## src/rtl/fifo_pkg.sv

```systemverilog
// Shared async-FIFO package: default geometry and Gray/binary pointer conversion.
// The conversion functions operate on a 32-bit container; callers zero-extend
// their pointer into it and truncate the result back to their own width, so one
// pair of functions serves any pointer width up to 32 bits.
package fifo_pkg;

    localparam int unsigned FIFO_P_SIZE = 4;
    localparam int unsigned FIFO_DEPTH  = 8;
    localparam int unsigned FIFO_FN_W   = 32;

    // Binary to reflected Gray code.
    function automatic logic [FIFO_FN_W-1:0] bin2gray(input logic [FIFO_FN_W-1:0] b);
        return b ^ (b >> 1);
    endfunction

    // Gray to binary: each binary bit is the XOR of all Gray bits at or above it.
    function automatic logic [FIFO_FN_W-1:0] gray2bin(input logic [FIFO_FN_W-1:0] g);
        logic [FIFO_FN_W-1:0] b;
        b = g;
        for (int unsigned i = 1; i < FIFO_FN_W; i++) begin
            b = b ^ (g >> i);
        end
        return b;
    endfunction

endpackage

```

## src/rtl/fifo_wr_ctrl_if.sv

```systemverilog
// Write-side bus of the async FIFO controller.
//   slave  : the write controller (takes requests and read pointer, drives flags)
//   master : the producer / surrounding logic
interface fifo_wr_ctrl_if
    import fifo_pkg::*;
#(
    parameter int unsigned P_SIZE = FIFO_P_SIZE
) ();

    logic              w_inc;
    logic [P_SIZE-1:0] r_gptr;
    logic              w_ovf_clr;
    logic [P_SIZE-2:0] w_addr;
    logic [P_SIZE-1:0] w_gptr;
    logic              w_full;
    logic              w_afull;
    logic [P_SIZE-1:0] w_level;
    logic              w_ovf;

    modport slave (
        input  w_inc, r_gptr, w_ovf_clr,
        output w_addr, w_gptr, w_full, w_afull, w_level, w_ovf
    );

    modport master (
        output w_inc, r_gptr, w_ovf_clr,
        input  w_addr, w_gptr, w_full, w_afull, w_level, w_ovf
    );

endinterface

```

## src/rtl/fifo_ptr_sync.sv

```systemverilog
// N-stage flop synchronizer for a Gray-coded pointer, async reset to 0.
//   clk, rst_n : destination clock and active-low async reset
//   d          : pointer from the foreign clock domain
//   q          : synchronized pointer (last stage)
module fifo_ptr_sync #(
    parameter int unsigned WIDTH  = 4,
    parameter int unsigned STAGES = 2
) (
    input  logic             clk,
    input  logic             rst_n,
    input  logic [WIDTH-1:0] d,
    output logic [WIDTH-1:0] q
);

    logic [WIDTH-1:0] chain [STAGES];

    // Shift chain; stage 0 is the only flop that samples the asynchronous input.
    always_ff @(posedge clk or negedge rst_n) begin
        if (!rst_n) begin
            for (int unsigned i = 0; i < STAGES; i++) begin
                chain[i] <= '0;
            end
        end else begin
            chain[0] <= d;
            for (int unsigned i = 1; i < STAGES; i++) begin
                chain[i] <= chain[i-1];
            end
        end
    end

    assign q = chain[STAGES-1];

endmodule

```

## src/rtl/fifo_wr_ctrl.sv

```systemverilog
// Write-domain controller of the async FIFO: binary/Gray write pointer, memory
// write address, full / almost-full / level flags and sticky overflow.
//   w_clk, w_rstn : write clock, active-low async reset
//   bus (slave)   : w_inc, r_gptr, w_ovf_clr in; w_addr, w_gptr, w_full,
//                   w_afull, w_level, w_ovf out (all outputs registered)
module fifo_wr_ctrl
    import fifo_pkg::*;
#(
    parameter int unsigned P_SIZE      = FIFO_P_SIZE,
    parameter int unsigned F_DEPTH     = FIFO_DEPTH,
    parameter int unsigned AF_LEVEL    = 6,
    parameter int unsigned SYNC_STAGES = 2
) (
    input  logic          w_clk,
    input  logic          w_rstn,
    fifo_wr_ctrl_if.slave bus
);

    if (F_DEPTH != (1 << (P_SIZE - 1))) begin : g_bad_depth
        $error("fifo_wr_ctrl: F_DEPTH must equal 2**(P_SIZE-1)");
    end
    if (SYNC_STAGES < 2) begin : g_bad_sync
        $error("fifo_wr_ctrl: SYNC_STAGES must be at least 2");
    end

    logic [P_SIZE-1:0] wbin;
    logic [P_SIZE-1:0] wgray;
    logic [P_SIZE-1:0] level_q;
    logic              full_q;
    logic              afull_q;
    logic              ovf_q;

    logic [P_SIZE-1:0] rq_s;
    logic [P_SIZE-1:0] rbin_s;
    logic [P_SIZE-1:0] wbin_n;
    logic [P_SIZE-1:0] wgray_n;
    logic [P_SIZE-1:0] level_n;
    logic [P_SIZE-1:0] full_cmp;
    logic              wen;

    // Read Gray pointer brought into w_clk.
    fifo_ptr_sync #(
        .WIDTH  (P_SIZE),
        .STAGES (SYNC_STAGES)
    ) u_rptr_sync (
        .clk   (w_clk),
        .rst_n (w_rstn),
        .d     (bus.r_gptr),
        .q     (rq_s)
    );

    // Next-pointer and flag terms; flags are evaluated on the post-write pointer
    // so a write that fills the last slot raises w_full on the same edge.
    always_comb begin
        wen      = bus.w_inc && !full_q;
        wbin_n   = wbin + P_SIZE'(wen);
        wgray_n  = P_SIZE'(bin2gray(FIFO_FN_W'(wbin_n)));
        rbin_s   = P_SIZE'(gray2bin(FIFO_FN_W'(rq_s)));
        level_n  = wbin_n - rbin_s;
        full_cmp = {~rq_s[P_SIZE-1:P_SIZE-2], rq_s[P_SIZE-3:0]};
    end

    // Pointer, flag and overflow registers; overflow set takes priority over clear.
    always_ff @(posedge w_clk or negedge w_rstn) begin
        if (!w_rstn) begin
            wbin    <= '0;
            wgray   <= '0;
            level_q <= '0;
            full_q  <= 1'b0;
            afull_q <= 1'b0;
            ovf_q   <= 1'b0;
        end else begin
            wbin    <= wbin_n;
            wgray   <= wgray_n;
            level_q <= level_n;
            full_q  <= (wgray_n == full_cmp);
            afull_q <= (level_n >= P_SIZE'(AF_LEVEL));
            if (bus.w_inc && full_q) begin
                ovf_q <= 1'b1;
            end else if (bus.w_ovf_clr) begin
                ovf_q <= 1'b0;
            end
        end
    end

    assign bus.w_addr  = wbin[P_SIZE-2:0];
    assign bus.w_gptr  = wgray;
    assign bus.w_full  = full_q;
    assign bus.w_afull = afull_q;
    assign bus.w_level = level_q;
    assign bus.w_ovf   = ovf_q;

endmodule

```

## src/flat_wrapper.sv

```systemverilog
// flat-port wrapper written by rule: the top's interface ports become plain ports
module fifo_wr_ctrl_flat import fifo_pkg::*;
#(
    parameter int unsigned P_SIZE      = FIFO_P_SIZE,
    parameter int unsigned F_DEPTH     = FIFO_DEPTH,
    parameter int unsigned AF_LEVEL    = 6,
    parameter int unsigned SYNC_STAGES = 2
)
  (w_clk, w_rstn, bus_w_inc, bus_r_gptr, bus_w_ovf_clr, bus_w_addr, bus_w_gptr, bus_w_full, bus_w_afull, bus_w_level, bus_w_ovf);
  fifo_wr_ctrl_if #(.P_SIZE(P_SIZE)) bus_i ();
  input  logic w_clk;
  input  logic w_rstn;
  input wire logic [$bits(bus_i.w_inc)-1:0] bus_w_inc;
  input wire logic [$bits(bus_i.r_gptr)-1:0] bus_r_gptr;
  input wire logic [$bits(bus_i.w_ovf_clr)-1:0] bus_w_ovf_clr;
  output wire logic [$bits(bus_i.w_addr)-1:0] bus_w_addr;
  output wire logic [$bits(bus_i.w_gptr)-1:0] bus_w_gptr;
  output wire logic [$bits(bus_i.w_full)-1:0] bus_w_full;
  output wire logic [$bits(bus_i.w_afull)-1:0] bus_w_afull;
  output wire logic [$bits(bus_i.w_level)-1:0] bus_w_level;
  output wire logic [$bits(bus_i.w_ovf)-1:0] bus_w_ovf;
  assign bus_i.w_inc = bus_w_inc;
  assign bus_i.r_gptr = bus_r_gptr;
  assign bus_i.w_ovf_clr = bus_w_ovf_clr;
  assign bus_w_addr = bus_i.w_addr;
  assign bus_w_gptr = bus_i.w_gptr;
  assign bus_w_full = bus_i.w_full;
  assign bus_w_afull = bus_i.w_afull;
  assign bus_w_level = bus_i.w_level;
  assign bus_w_ovf = bus_i.w_ovf;
  fifo_wr_ctrl #(.P_SIZE(P_SIZE), .F_DEPTH(F_DEPTH), .AF_LEVEL(AF_LEVEL), .SYNC_STAGES(SYNC_STAGES)) u_core (.w_clk(w_clk), .w_rstn(w_rstn), .bus(bus_i));
endmodule
```

## config.mk

```make
export PLATFORM = sky130hd
export DESIGN_NAME = fifo_wr_ctrl_flat
export DESIGN_NICKNAME = d
export VERILOG_FILES = /design/src/rtl/fifo_pkg.sv /design/src/rtl/fifo_wr_ctrl_if.sv /design/src/rtl/fifo_ptr_sync.sv /design/src/rtl/fifo_wr_ctrl.sv /design/src/flat_wrapper.sv
export SDC_FILE = /design/constraint.sdc
export NUM_CORES = 1
export LEC_CHECK = 0
export BUFFER_PORTS_ARGS = -buffer_cell sky130_fd_sc_hd__buf_2
export CORE_MARGIN = 2
export CORE_UTILIZATION = 45
export DETAILED_ROUTE_END_ITERATION = 10
export GPL_ROUTABILITY_DRIVEN = 0
export PLACE_DENSITY = 0.71
export RECOVER_POWER = 50
export SYNTH_ARGS = -nofsm -noshare
export SYNTH_HDL_FRONTEND = slang
export SYNTH_SLANG_ARGS = --single-unit
```

## constraint.sdc

```tcl
create_clock -name w_clk -period 2.07 [get_ports w_clk]
set_input_delay 0.207 -clock w_clk [delete_from_list [all_inputs] [get_ports w_clk]]
set_output_delay 0.207 -clock w_clk [all_outputs]
set_load 0.01 [all_outputs]
```

==> run metrics <==
sequential share of the synthesized area=60.8%; Worst Setup End Kind=flop; ratio of cells with drive above 1 in the final layout=36.5%; Die Span X=48.9 um; Worst Hold Class=primary input to flop; initial core utilization=47.1%; required time worst endpoint=2.26 ns; Final Total Pwr=2070 uW; largest net degree at the start of global routing=23; ys async rst share=100%; Crit Path Category=flop to flop; crit path to=u_core.bus.w_afull; CP Cell Sequence=xnor2_2 -> xor2_2 -> xnor2_1 -> ha_2 -> fa_1 -> inv_2 -> a22oi_2 -> o211ai_1; worst skew pair latency=0.30 ns; measured slew at the worst slew-check pin=1.09 ns; pre-CTS setup slack=-0.0710 ns; Lkg Pwr=0.000606 uW; number of unique standard cell types used by synthesis=20; final worst slack=-0.0362 ns; most frequent cell after synthesis=dfrtp_1; Max FO, Critical Path=2; most common flop cell mapped by yosys=dfrtp_1; initial antenna violation count=0; fin nets=119; # IOs=22; Fill cells=158; Critical R2R Capture=u_core.bus.w_afull; vias per inst=4.63; clk sinks=22; Synth area leader=dfrtp_1; Final Non-Filler Cells=131; Antenna Nets Post-Route=0; Worst Skew=0.00233 ns; Slew headroom=27.0%; grt ovf=0; synthesized cell area=906 um2; first-pass GRT wire length=2660 um; Worst Reg-to-Reg Cells=8; clock-pin slew on the worst setup and hold paths=0.12 ns; placed insts=120; CP startpoint=u_core.u_rptr_sync.q[2]; maximum VDD drop=972 uV; hold slack final=0.0766 ns; CTS root buf=clkbuf_4; Synth top area share=60.8%; critical path's slowest cell=fa_1; Post-synth EDFFs=0; post-DP HPWL=1090 um; clock buffer depth=2; post-synthesis register bit count=22; DR WL/cell=11.3 um; CTS Buf Count=3; CTS tree=yes; Slew Limit Fails=0; final count of hold timing violations=0; CP peak stage delay=0.52 ns; DR pass1 iterations=4; Setup violations, final=1; Area Overhead vs Synth=34.4%; post-layout min period=2.11 ns; Critical Path Source Type=flop; status=finished, violations left; setup tns final=-0.0362 ns; MaxCap Viol Count=0; crit path DAT=2.29 ns; fin crit share=102%; Syn Nets=81; Global Route Usage Sum=14.8%; reg2reg setup slack=-0.04 ns; H-tree lvl count=1; failing checks=negative setup slack; die area=2390 um2; cells after synthesis=67; fmax=475 MHz; DRC violations left=0; reg2reg start=u_core.u_rptr_sync.q[2]; YS warnings=0; Core Region=1920 um2; drt initial violations=3; RSZ-0062 raised after global routing=true; final antenna diode count=0; IO buf count=21; DR vias=606; final WL=1480 um; Placement Rows=16; vias in the first global route=643; Multi-input gate area=360 um2; synth top area cells=dfrtp_1 (61%), xnor2_1 (7.7%), ha_1 (6.9%); Syn Area/Cell=13.5 um2; register area=551 um2; Commonest cells post-synth=dfrtp_1 (22), inv_1 (8), xnor2_1 (8), xor2_1 (7), ha_1 (5); cell area power density=1700 nW/um2; Vert. Die Dim=48.9 um
-- per-layer routing --
| metal | part of all wire, % | routed length [um] | GRT usage (%) |
|---|---|---|---|
| met5 | 0 | 0 | 0 |
| met4 | 0.81 | 12 | 5.71 |
| met3 | 3.7 | 55 | 3.68 |
| met2 | 54 | 799 | 27.9 |
| met1 | 41 | 615 | 15.6 |
-- worst min path at each step --
| stage | cells past startpoint | to | start |
|---|---|---|---|
| after floorplan | 0 | u_core.bus.w_afull | w_rstn |
| after global placement | 1 | u_core.u_rptr_sync.chain[6] | w_rstn |
| after detailed placement | 1 | u_core.u_rptr_sync.chain[7] | w_rstn |
| after CTS | 2 | u_core.bus.w_ovf | bus_w_ovf_clr |
| after global routing | 2 | u_core.bus.w_ovf | bus_w_ovf_clr |
| final | 2 | u_core.bus.w_ovf | bus_w_ovf_clr |
-- timing repair --
| action | 4_1_cts | 5_1_grt |
|---|---|---|
| hold buffers | 5 | 0 |
| resized for setup | 3 | 1 |
| setup buffers | 2 | 0 |
| pin swaps | 2 | 0 |
| endpoints found under the setup margin | 1 | 1 |
| endpoints found under the hold margin | 26 | 0 |
-- per-stage QoR --
| step | area [um2] | util, % |
|---|---|---|
| after global placement | 1100 | 57.4 |
| after global routing | 1220 | 63.3 |
| after floorplan | 926 | - |
| after CTS | 1210 | 63.0 |
| final | 1220 | 63.3 |
| after detailed placement | 1100 | 57.4 |
-- report_power, final --
part | internal [uW] | switching [uW]
logic | 567 | 599
clock network | 107 | 123
registers | 592 | 80.8
total | 1270 | 802
-- state kept, by name (all words and copies together) (netlist names) --
name                      cells
u_core.bus.w_afull            1
u_core.bus.w_full             1
u_core.bus.w_gptr             3
u_core.bus.w_level            4
u_core.bus.w_ovf              1
u_core.u_rptr_sync.chain      4
u_core.u_rptr_sync.q          4
u_core.wbin                   4
-- kinds of logic (layout without fill, tap and decap cells) --
logic type	count (synthesis)	count (layout)	synth area share (%)
AO/OA/AOI/OAI	9	9	7.05
XOR/XNOR	16	16	16.3
flip-flops	22	22	60.8
adder cells (fa/ha/maj)	6	6	9.12
buffers and inverters	8	45	3.32
AND/OR/NAND/NOR	6	6	3.45
-- worst max-delay path: cells and delay by family, from the launching register on --
kind / cells / cell delay [ns]
adders and majority gates: 2 / 0.70
xor gates and xnor gates: 3 / 0.54
AOI/OAI and AO/OA: 2 / 0.27
DFF: 1 / 0.43
buffers and inverters: 1 / 0.05
-- cell type report --
type                            instances  area share, %
Inverter                                8           2.47
Clock buffer                            4           2.98
Tap cell                               27           2.77
Multi-Input combinational cell         37           29.6
Sequential cell                        22           45.2
Timing Repair Buffer                   33           17.0
-- layout by cell type (no fill, tap or decap), types with 2 or more instances in the layout --
| master | instances |
|---|---|
| clkbuf_4 | 3 |
| dlygate4sd3_1 | 5 |
| dfrtp_1 | 22 |
| ha_1 | 3 |
| buf_4 | 7 |
| inv_1 | 7 |
| xor2_1 | 6 |
| xnor2_1 | 7 |
| xor2_2 | 2 |
| buf_2 | 20 |
| nor3_1 | 2 |
| a21oi_1 | 2 |
Note: power is estimated with default switching activity, not from simulation.
